File: src/rtl/ssd_scan_mux.sv
// Time-multiplexed seven-segment digit scanner with frame-coherent shadow buffer and dead time.
// Optional leading-zero blanking is enabled by defining SSD_SCAN_MUX_LZB_EN.
module ssd_scan_mux #(
  parameter int NUM_DIGITS  = 2,
  parameter int REFRESH_DIV = 100000,
  parameter int DEAD_CYCLES = 16
) (
  input  logic                    ssd_scan_mux_port_clk,
  input  logic                    ssd_scan_mux_port_rst,
  input  logic                    ssd_scan_mux_port_en,
  input  logic [4*NUM_DIGITS-1:0] ssd_scan_mux_port_digits,
  output logic [3:0]              ssd_scan_mux_port_digit,
  output logic [NUM_DIGITS-1:0]   ssd_scan_mux_port_an,
  output logic                    ssd_scan_mux_port_blank,
  output logic                    ssd_scan_mux_port_frame
);

  localparam int PW = $clog2(REFRESH_DIV);
  localparam int IW = $clog2(NUM_DIGITS);
  localparam logic [PW-1:0] PRE_MAX  = PW'(REFRESH_DIV - 1);
  localparam logic [PW-1:0] DEAD_VAL = PW'(DEAD_CYCLES);
  localparam logic [IW-1:0] IDX_MAX  = IW'(NUM_DIGITS - 1);

  logic [PW-1:0]         prescaler_reg, prescaler_next;
  logic [IW-1:0]         index_reg, index_next;
  logic [3:0]            shadow_reg  [NUM_DIGITS];
  logic [3:0]            shadow_next [NUM_DIGITS];
  logic [3:0]            digit_reg, digit_next;
  logic [NUM_DIGITS-1:0] an_reg, an_next;
  logic                  blank_reg, blank_next;
  logic                  frame_reg, frame_next;
  logic                  tick;
  logic                  wrap;
  logic                  lit;
  logic                  lzb_blank;

  always_comb begin
    tick           = ssd_scan_mux_port_en && (prescaler_reg == PRE_MAX);
    wrap           = tick && (index_reg == IDX_MAX);
    prescaler_next = prescaler_reg;
    index_next     = index_reg;
    if (ssd_scan_mux_port_en) begin
      prescaler_next = tick ? '0 : prescaler_reg + 1'b1;
    end
    if (tick) begin
      index_next = (index_reg == IDX_MAX) ? '0 : index_reg + 1'b1;
    end
  end

  // Shadow only reloads as the scan re-enters digit 0, so a frame never tears.
  generate
    for (genvar gi = 0; gi < NUM_DIGITS; gi++) begin : g_shadow
      assign shadow_next[gi] = wrap ? ssd_scan_mux_port_digits[gi*4 +: 4] : shadow_reg[gi];
    end
  endgenerate

`ifdef SSD_SCAN_MUX_LZB_EN
  logic [NUM_DIGITS-1:0] zero_from;

  // zero_from[i] is set when digits i..NUM_DIGITS-1 of the next shadow are all zero.
  generate
    for (genvar gi = 0; gi < NUM_DIGITS; gi++) begin : g_lzb
      if (gi == NUM_DIGITS - 1) begin : g_top
        assign zero_from[gi] = (shadow_next[gi] == 4'h0);
      end else begin : g_chain
        assign zero_from[gi] = (shadow_next[gi] == 4'h0) && zero_from[gi+1];
      end
    end
  endgenerate

  assign lzb_blank = (index_next != '0) && zero_from[index_next];
`else
  assign lzb_blank = 1'b0;
`endif

  // Outputs are computed from the next state so they align with the slot cycle they describe.
  always_comb begin
    digit_next = shadow_next[index_next];
    lit        = ssd_scan_mux_port_en && (prescaler_next >= DEAD_VAL) && !lzb_blank;
    an_next    = '1;
    if (lit) begin
      an_next[index_next] = 1'b0;
    end
    blank_next = !lit;
    frame_next = wrap;
  end

  always_ff @(posedge ssd_scan_mux_port_clk or posedge ssd_scan_mux_port_rst) begin
    if (ssd_scan_mux_port_rst) begin
      prescaler_reg <= '0;
      index_reg     <= IDX_MAX;
      digit_reg     <= 4'h0;
      an_reg        <= '1;
      blank_reg     <= 1'b1;
      frame_reg     <= 1'b0;
      for (int i = 0; i < NUM_DIGITS; i++) begin
        shadow_reg[i] <= 4'h0;
      end
    end else begin
      prescaler_reg <= prescaler_next;
      index_reg     <= index_next;
      digit_reg     <= digit_next;
      an_reg        <= an_next;
      blank_reg     <= blank_next;
      frame_reg     <= frame_next;
      for (int i = 0; i < NUM_DIGITS; i++) begin
        shadow_reg[i] <= shadow_next[i];
      end
    end
  end

  assign ssd_scan_mux_port_digit = digit_reg;
  assign ssd_scan_mux_port_an    = an_reg;
  assign ssd_scan_mux_port_blank = blank_reg;
  assign ssd_scan_mux_port_frame = frame_reg;

endmodule

File: config.mk
export PLATFORM = sky130hd
export DESIGN_NAME = ssd_scan_mux
export DESIGN_NICKNAME = d
export VERILOG_FILES = /design/src/rtl/ssd_scan_mux.sv
export SDC_FILE = /design/constraint.sdc
export NUM_CORES = 1
export LEC_CHECK = 0
export BUFFER_PORTS_ARGS = -buffer_cell sky130_fd_sc_hd__buf_2
export CORE_MARGIN = 4
export CORE_UTILIZATION = 55
export DETAILED_ROUTE_END_ITERATION = 8
export PLACE_DENSITY = 0.8
export SYNTH_ARGS = -nofsm -noshare
export SYNTH_HDL_FRONTEND = slang
export SYNTH_SLANG_ARGS = --single-unit
File: constraint.sdc
create_clock -name ssd_scan_mux_port_clk -period 4.65 [get_ports ssd_scan_mux_port_clk]
set_input_delay 0.6975 -clock ssd_scan_mux_port_clk [delete_from_list [all_inputs] [get_ports ssd_scan_mux_port_clk]]
set_output_delay 0.6975 -clock ssd_scan_mux_port_clk [all_outputs]
set_load 0.02 [all_outputs]
==> flow_metrics.tcl, run 1 <==
set metrics [dict create \
    dp.cells 212 \
    cts.htree.levels 2 \
    synth.area.top_cells "dfrtp_1 (43%), mux2_2 (7.7%), dfstp_2 (6.0%)" \
    grt_max_degree 35 \
    max-slew-margin-rel 0.624 \
    power_leakage_nw 0.911 \
    power.density_mw_per_mm2 352 \
    clockBufferDepth 2 \
    synth_nets 174 \
    cts_buffers 5 \
    grt_overflow 0 \
    setup.worst_path.end_class "register" \
    cts_hold_buf 0 \
    syn-cell-area_mm2 0.00176 \
    cts_resized 0 \
    post_cts_buffers 0 \
    ys_warn_count 0 \
    post-route-min-period_ns 2.69 \
    status "finished clean" \
    finalWeightedCongestion 0.841 \
    final_cells 220 \
    crit_arrival_ns 2.93 \
    setup_ws_ns 1.96 \
    grt_pass1_vias 1261 \
    fin_skew_ns 0.0166 \
    ys_async_sr_fraction 1.00 \
    dieArea_mm2 0.00418 \
    finalPower_w 0.000676 \
    ys_seq_area_frac 0.485 \
    final_hold_viol_count 0 \
    setup_viol 0 \
    synthCells 161 \
    diodes 0 \
    drv_cap 0 \
    dr.pass1.iters 5 \
    yosys.cell_count.top_type "dfrtp_1" \
    critPathMaxFanout 13 \
    synth.distinct_cells 43 \
    dp_slack_ns 1.74 \
    cp-start-kind "register" \
    synth_ff_type "dfrtp_1" \
    layout.nets 188 \
    ant_nets 0 \
    route.detailed.drc 0 \
    clock_sinks 34 \
    max_freq_ghz 0.372 \
    antenna_found_initial 0 \
    drv_slew 0 \
    die_y_um 64.6 \
    synth_top_area_share 0.426 \
    worstPathRequired_ns 4.89 \
    io_pins 19 \
    synth_edf_count 0 \
    clkSlewWorstSetupHoldPaths_ns 0.11 \
    vdd_drop_max_mv 0.252 \
    fin_crit_sh 0.579 \
    drt_iter0_markers 70 \
    path_class "register to register" \
    tns_ns 0 \
    largest_reg_flops 17 \
    grt_usage 0.177 \
    num_rows 20 \
    cts_root_buf "clkbuf_4" \
    avgSynthCellArea_um2 11.0 \
    route.vias.total 1245 \
    vias_per_cell 5.66 \
    drive_gt1_frac 0.295 \
    coreArea_mm2 0.00305 \
    tightest_slew_ns 0.563 \
    synth.cells.most_frequent "dfrtp_1 (30), nor2_1 (14), mux2_2 (12), xnor2_1 (12), nand2_1 (11)" \
    synth_top_cell_by_area "dfrtp_1" \
    start_util 0.578 \
    port_buffers 18 \
    clkLatencyLatePin_ns 0.35 \
    grt_first_pass_wirelength_um 5690 \
    cts_tree "done" \
    drt_wl_total_um 3200 \
    hp-class "primary input to async pin" \
    synthToLayoutAreaGrowth_pct 8.94 \
    hpwl_um 2280 \
    ys_seq_elements 34 \
    fill_cells 269 \
    rsz0062_at_grt "no" \
    wire_per_inst_um 14.5 \
    die_w_um 64.6 \
]
## final cells by class
class                           instances  area [um2]  area share
Sequential cell                        34         856       0.445
Multi-Input combinational cell        109         802       0.417
Timing Repair Buffer                   20         105      0.0547
Clock buffer                            7        55.1      0.0286
Tap cell                               44        55.1      0.0286
Clock inverter                          1        30.0      0.0156
Inverter                                5        18.8     0.00977
## routing by layer
metal | up-vias | wire length (um) | global-route usage | part of all wire
met5 | - | 0 | 0 | 0
met4 | 0 | 44 | 0.0844 | 0.014
met3 | 10 | 146 | 0.0520 | 0.046
met2 | 34 | 1590 | 0.282 | 0.50
met1 | 611 | 1410 | 0.221 | 0.44
li1 | 590 | - | - | -
## metrics by stage
step | util | hold WS, ns | area (um2)
finish | 0.630 | 0.400 | 1920
global route | 0.630 | 0.450 | 1920
CTS | 0.630 | 0.428 | 1920
detailed placement | 0.602 | 0.484 | 1840
global placement | 0.602 | 0.477 | 1840
floorplan | - | 0.468 | 1760
## power breakdown
group / internal, W / switching (W)
Sequential: 0.000319 / 0.0000356
Combinational: 0.0000427 / 0.0000492
Clock: 0.000128 / 0.000101
## worst max-delay path: stages, from the launching register on
cell	delay, ns
dfrtp_1	0.41
ha_1	0.25
and3_1	0.31
nand4_1	0.14
nor4_2	0.17
buf_4	0.22
ha_1	0.41
mux2_2	0.40
mux2_2	0.27
## cell families after synthesis
kind of cell | share of synthesized area
xor+xnor | 0.0844
fa+ha+maj | 0.0142
mux | 0.0823
simple gates | 0.201
compound gates | 0.0730
buf+inv | 0.0603
flops | 0.485
## path summary, 6_finish.rpt
kind                                           startpoint                    endpoint  slack [ns]  cells after the start
max in group asynchronous           ssd_scan_mux_port_rst                   index_reg        3.90                      3
worst max register to register           prescaler_reg[0]  ssd_scan_mux_port_digit[1]        1.96                      8
worst max-delay path                     prescaler_reg[0]  ssd_scan_mux_port_digit[1]        1.96                      8
worst min-delay path                ssd_scan_mux_port_rst  ssd_scan_mux_port_digit[3]        0.40                      3
min in group ssd_scan_mux_port_clk          shadow_reg[2]               shadow_reg[2]        0.50                      1
worst min register to register              shadow_reg[2]               shadow_reg[2]        0.50                      1
## cells in the final DEF, fill, tap and decap left out, types with 4 or more instances in the layout
master	n
buf_2	18
nor3_1	4
xor2_1	5
xnor2_1	12
nand2_1	11
inv_1	5
o21ai_0	6
mux2_2	12
clkbuf_4	5
nand4_1	8
nor2_1	14
dfstp_2	4
dfrtp_1	30
Note: power is estimated with default switching activity, not from simulation.
==> inputs of run 2 (changes only) <==
--- a/config.mk
+++ b/config.mk
@@ -5,6 +5,7 @@
 export SDC_FILE = /design/constraint.sdc
 export NUM_CORES = 1
 export LEC_CHECK = 0
+export ABC_AREA = 1
 export BUFFER_PORTS_ARGS = -buffer_cell sky130_fd_sc_hd__buf_2
 export CORE_MARGIN = 4
 export CORE_UTILIZATION = 55
==> constraint.sdc (replaced) <==
create_clock -name ssd_scan_mux_port_clk -period 2.5 [get_ports ssd_scan_mux_port_clk]
set_input_delay 0.375 -clock ssd_scan_mux_port_clk [delete_from_list [all_inputs] [get_ports ssd_scan_mux_port_clk]]
set_output_delay 0.375 -clock ssd_scan_mux_port_clk [all_outputs]
set_load 0.02 [all_outputs]
==> flow_metrics.tcl, run 2 <==
set metrics [dict create \
    status "finished clean" \
    grt_usage 0.193 \
    num_rows 20 \
    antenna_found_initial 0 \
    cp-start-kind "register" \
    grt_first_pass_wirelength_um 6360 \
    ys_seq_area_frac 0.463 \
    route.detailed.drc 0 \
    rsz0062_at_grt "no" \
    path_class "register to register" \
    vdd_drop_max_mv 0.418 \
    ys_warn_count 0 \
    cts_resized 0 \
    hpwl_um 2770 \
    cts_tree "done" \
    hp-class "primary input to async pin" \
    drv_cap 0 \
    final_common_cell "nand2_1" \
    synth.cells.most_frequent "nand2_1 (54), inv_1 (41), dfrtp_1 (30), nand3_1 (25), nor2_1 (15)" \
    dieArea_mm2 0.00435 \
    dp.cells 288 \
    mostFrequentLayoutCells "nand2_1 (54), inv_1 (41), dfrtp_1 (30)" \
    synth_ff_type "dfrtp_1" \
    cts_root_buf "clkbuf_4" \
    r2r_cells 9 \
    synth_edf_count 0 \
    synth_nets 239 \
    clkLatencyLatePin_ns 0.33 \
    tightest_slew_ns 0.412 \
    finalWeightedCongestion 0.912 \
    grt_pass1_vias 1445 \
    grt_overflow 0 \
    clock_sinks 34 \
    synth.area.top_cells "dfrtp_1 (41%), nand2_1 (11%), inv_1 (8.3%)" \
    post-route-min-period_ns 2.21 \
    final_cells 296 \
    synthCells 226 \
    drive_gt1_frac 0.242 \
    wire_per_inst_um 12.1 \
    r2r-end "ssd_scan_mux_port_digit[2]" \
    setup_viol 0 \
    grt_max_degree 35 \
    drt_iter0_markers 118 \
    tns_ns 0 \
    die_y_um 66.0 \
    clockBufferDepth 2 \
    diodes 0 \
    synthToLayoutAreaGrowth_pct 13.0 \
    coreArea_mm2 0.00313 \
    cts_buffers 5 \
    dr.pass1.iters 4 \
    ys_async_sr_fraction 1.00 \
    power.density_mw_per_mm2 714 \
    layout.nets 264 \
    crit-reg2reg-launch "prescaler_reg[0]" \
    ys_seq_elements 34 \
    crit_arrival_ns 2.42 \
    power_leakage_nw 1.14 \
    ant_nets 0 \
    drv_slew 0 \
    avgSynthCellArea_um2 8.18 \
    yosys.cell_count.top_type "nand2_1" \
    max_freq_ghz 0.453 \
    worstPathRequired_ns 2.71 \
    post_cts_buffers 0 \
    drt_wl_total_um 3570 \
    largest_reg_flops 17 \
    cts.htree.levels 2 \
    syn-cell-area_mm2 0.00185 \
    die_w_um 66.0 \
    fin_crit_sh 0.884 \
    hold-worst-slack_ns 0.109 \
    final_hold_viol_count 0 \
    setup.worst_path.end_class "register" \
    synth_top_area_share 0.406 \
    fin_skew_ns 0.00965 \
    max-slew-margin-rel 0.725 \
    start_util 0.591 \
    synth_top_cell_by_area "dfrtp_1" \
    reg2reg_slack_ns 0.29 \
    synth.distinct_cells 28 \
    io_pins 19 \
    finalPower_w 0.00149 \
    cts_hold_buf 0 \
    vias_per_cell 5.06 \
    clkSlewWorstSetupHoldPaths_ns 0.11 \
    route.vias.total 1498 \
    critPathMaxFanout 8 \
    port_buffers 18 \
]
[run 2: layer usage]
| metal | vias up | share of wire | global-route usage | routed length, um |
|---|---|---|---|---|
| li1 | 755 | - | - | - |
| met1 | 686 | 0.45 | 0.251 | 1620 |
| met2 | 50 | 0.47 | 0.317 | 1690 |
| met3 | 7 | 0.057 | 0.0476 | 204 |
| met4 | 0 | 0.016 | 0.0584 | 57 |
| met5 | - | 0 | 0 | 0 |
[run 2: cell type report]
cell class,count,area (um2)
clock buffer,7,55.1
tap,44,55.1
fill,287,1040
sequential,34,856
multi-input combinational,144,812
clock inverter,1,30.0
timing repair buffer,21,113
inverter,45,169
[run 2: cells by family (layout without fill, tap and decap cells)]
logic type / count (synthesis) / count (layout) / synth area share
AND/OR/NAND/NOR: 124 / 124 / 0.362
buffers and inverters: 48 / 74 / 0.0981
flip-flops: 34 / 34 / 0.463
AO/OA/AOI/OAI: 14 / 14 / 0.0392
multiplexers: 4 / 4 / 0.0244
adder cells (fa/ha/maj): 2 / 2 / 0.0135
[run 2: stage by stage]
stage          setup slack, ns   util  cell area (um2)
3_3_place_gp             0.366  0.641             2000
4_1_cts                  0.256  0.668             2090
3_5_place_dp             0.260  0.641             2000
5_1_grt                 0.0934  0.668             2090
2_1_floorplan            0.299      -             1850
6_report                 0.291  0.668             2090
[run 2: power breakdown]
| group | switching [W] | internal, W |
|---|---|---|
| Clock | 0.000179 | 0.000239 |
| Sequential | 0.0000932 | 0.000610 |
| Combinational | 0.000253 | 0.000118 |
| Total | 0.000525 | 0.000967 |
[run 2: worst max path at each step]
stage	from	endpoint	slack, ns	cells past startpoint
floorplan	prescaler_reg[0]	ssd_scan_mux_port_digit[1]	0.30	10
global placement	prescaler_reg[0]	ssd_scan_mux_port_digit[1]	0.37	9
detailed placement	prescaler_reg[0]	ssd_scan_mux_port_digit[2]	0.26	9
CTS	prescaler_reg[0]	ssd_scan_mux_port_digit[2]	0.26	9
global route	prescaler_reg[0]	ssd_scan_mux_port_digit[0]	0.09	9
finish	prescaler_reg[0]	ssd_scan_mux_port_digit[2]	0.29	9
[run 2: critical path, cell delays in order, from the launching register on]
cell and delay [ns]:
dfrtp_1 0.41, ha_1 0.26, nand2_4 0.10, nor3_4 0.22
nand3_4 0.13, clkinv_1 0.11, ha_1 0.32, mux2_2 0.39
nand2_1 0.06, o21ai_0 0.08
==> inputs of run 3 (changes only) <==
==> constraint.sdc (replaced) <==
create_clock -name ssd_scan_mux_port_clk -period 2.5 [get_ports ssd_scan_mux_port_clk]
set_input_delay 0.5 -clock ssd_scan_mux_port_clk [delete_from_list [all_inputs] [get_ports ssd_scan_mux_port_clk]]
set_output_delay 0.5 -clock ssd_scan_mux_port_clk [all_outputs]
set_load 0.02 [all_outputs]
==> flow_metrics.tcl, run 3 (synthesis results as in run 2) <==
set metrics [dict create \
    rsz0062_at_grt "no" \
    cts_tree "done" \
    num_rows 20 \
    start_util 0.591 \
    dp_slack_ns 0.252 \
    diodes 0 \
    wl_met2_um 1790 \
    power_leakage_nw 1.13 \
    dr.pass1.iters 4 \
    drv_cap 0 \
    coreArea_mm2 0.00313 \
    hp-class "primary input to async pin" \
    io_pins 19 \
    setup_viol 0 \
    cp-start-kind "register" \
    drt_iter0_markers 98 \
    drt_wl_total_um 3660 \
    vias_per_cell 5.09 \
    cts_hold_buf 0 \
    clock_sinks 34 \
    grt_max_degree 35 \
    clockBufferDepth 2 \
    crit_arrival_ns 2.45 \
    top_layer "met4" \
    antenna_found_initial 0 \
    synthToLayoutAreaGrowth_pct 11.6 \
    setup_ws_ns 0.257 \
    post_cts_buffers 0 \
    clkLatencyLatePin_ns 0.33 \
    fill_cells 277 \
    route.detailed.drc 0 \
    cts.htree.levels 2 \
    final_hold_viol_count 0 \
    status "finished clean" \
    layout.nets 264 \
    cts_resized 0 \
    drv_slew 0 \
    grt_first_pass_wirelength_um 6580 \
    path_class "register to register" \
    vdd_drop_max_mv 0.380 \
    grt_overflow 0 \
    hpwl_um 2820 \
    max_freq_ghz 0.446 \
    fin_crit_sh 0.897 \
    largest_reg_flops 17 \
    multi_input_area_um2 812 \
    regArea_um2 856 \
    reg2reg_slack_ns 0.26 \
    grt_pass1_vias 1463 \
    m1WireLength_um 1610 \
    worstPathRequired_ns 2.71 \
    mostFrequentLayoutCells "nand2_1 (54), inv_1 (41), dfrtp_1 (30)" \
    final_common_cell "nand2_1" \
    max-slew-margin-rel 0.727 \
    wire_per_inst_um 12.4 \
    tns_ns 0 \
    port_buffers 18 \
    finalWeightedCongestion 0.881 \
    setup.worst_path.end_class "register" \
    grt_usage 0.200 \
    die_y_um 66.0 \
    post-route-min-period_ns 2.24 \
    fin_skew_ns 0.00479 \
    ant_nets 0 \
    cts_root_buf "clkbuf_4" \
    tightest_slew_ns 0.409 \
    critPathMaxFanout 8 \
    die_w_um 66.0 \
    route.vias.total 1506 \
    wl_met3_um 201 \
    clkSlewWorstSetupHoldPaths_ns 0.10 \
    drive_gt1_frac 0.242 \
    cts_buffers 5 \
    dieArea_mm2 0.00435 \
    power.density_mw_per_mm2 675 \
]
[run 3: changes by cell type in the layout (fill, tap and decap cells not counted)]
| cell | delta |
|---|---|
| clkinv_2 | +1 |
| bufinv_16 | -1 |
[run 3: through the flow]
step                 util  cell area [um2]  total power [W]  hold WS [ns]  instances
floorplan               -             1850         0.000998         0.451        226
global placement    0.641             2000          0.00108         0.480        288
detailed placement  0.641             2000          0.00109         0.487        288
CTS                 0.660             2060          0.00140         0.261        296
global route        0.660             2060          0.00149         0.282        296
finish              0.660             2060          0.00139         0.246        296
[run 3: layout make-up]
type,count,share of cell area
inverters,45,0.0818
flip-flops and latches,34,0.415
well taps,44,0.0267
clock buffers,7,0.0267
repair buffers,21,0.0545
multi-input cells,144,0.393
clock inverters,1,0.00242
[run 3: power breakdown]
part / internal, W / leakage, nW / switching (W)
logic: 0.000119 / 0.696 / 0.000255
registers: 0.000610 / 0.398 / 0.0000943
clock network: 0.000136 / 0.0353 / 0.000178
[run 3: path summary, 6_finish.rpt]
kind                                                      start                    endpoint  cells past startpoint
min reg2reg                                       shadow_reg[0]               shadow_reg[0]                      1
min in group ssd_scan_mux_port_clk  ssd_scan_mux_port_digits[4]               shadow_reg[0]                      2
min                                       ssd_scan_mux_port_rst               shadow_reg[5]                      3
max reg2reg                                    prescaler_reg[1]  ssd_scan_mux_port_digit[1]                      9
max in group asynchronous                 ssd_scan_mux_port_rst                   index_reg                      3
max                                            prescaler_reg[1]  ssd_scan_mux_port_digit[1]                      9
[run 3: worst max-delay path, stage by stage (launching register included)]
cell	delay, ns
dfrtp_1	0.42
ha_1	0.26
nand2_4	0.11
nor3_4	0.22
nand3_4	0.14
clkinv_1	0.12
ha_1	0.33
mux2_2	0.39
nand2_1	0.05
o21ai_0	0.09
[run 3: metal layers]
metal | up-vias | track usage
met3 | 8 | 0.0510
met4 | 0 | 0.0609
met2 | 40 | 0.325
met1 | 702 | 0.262
met5 | - | 0
li1 | 756 | -
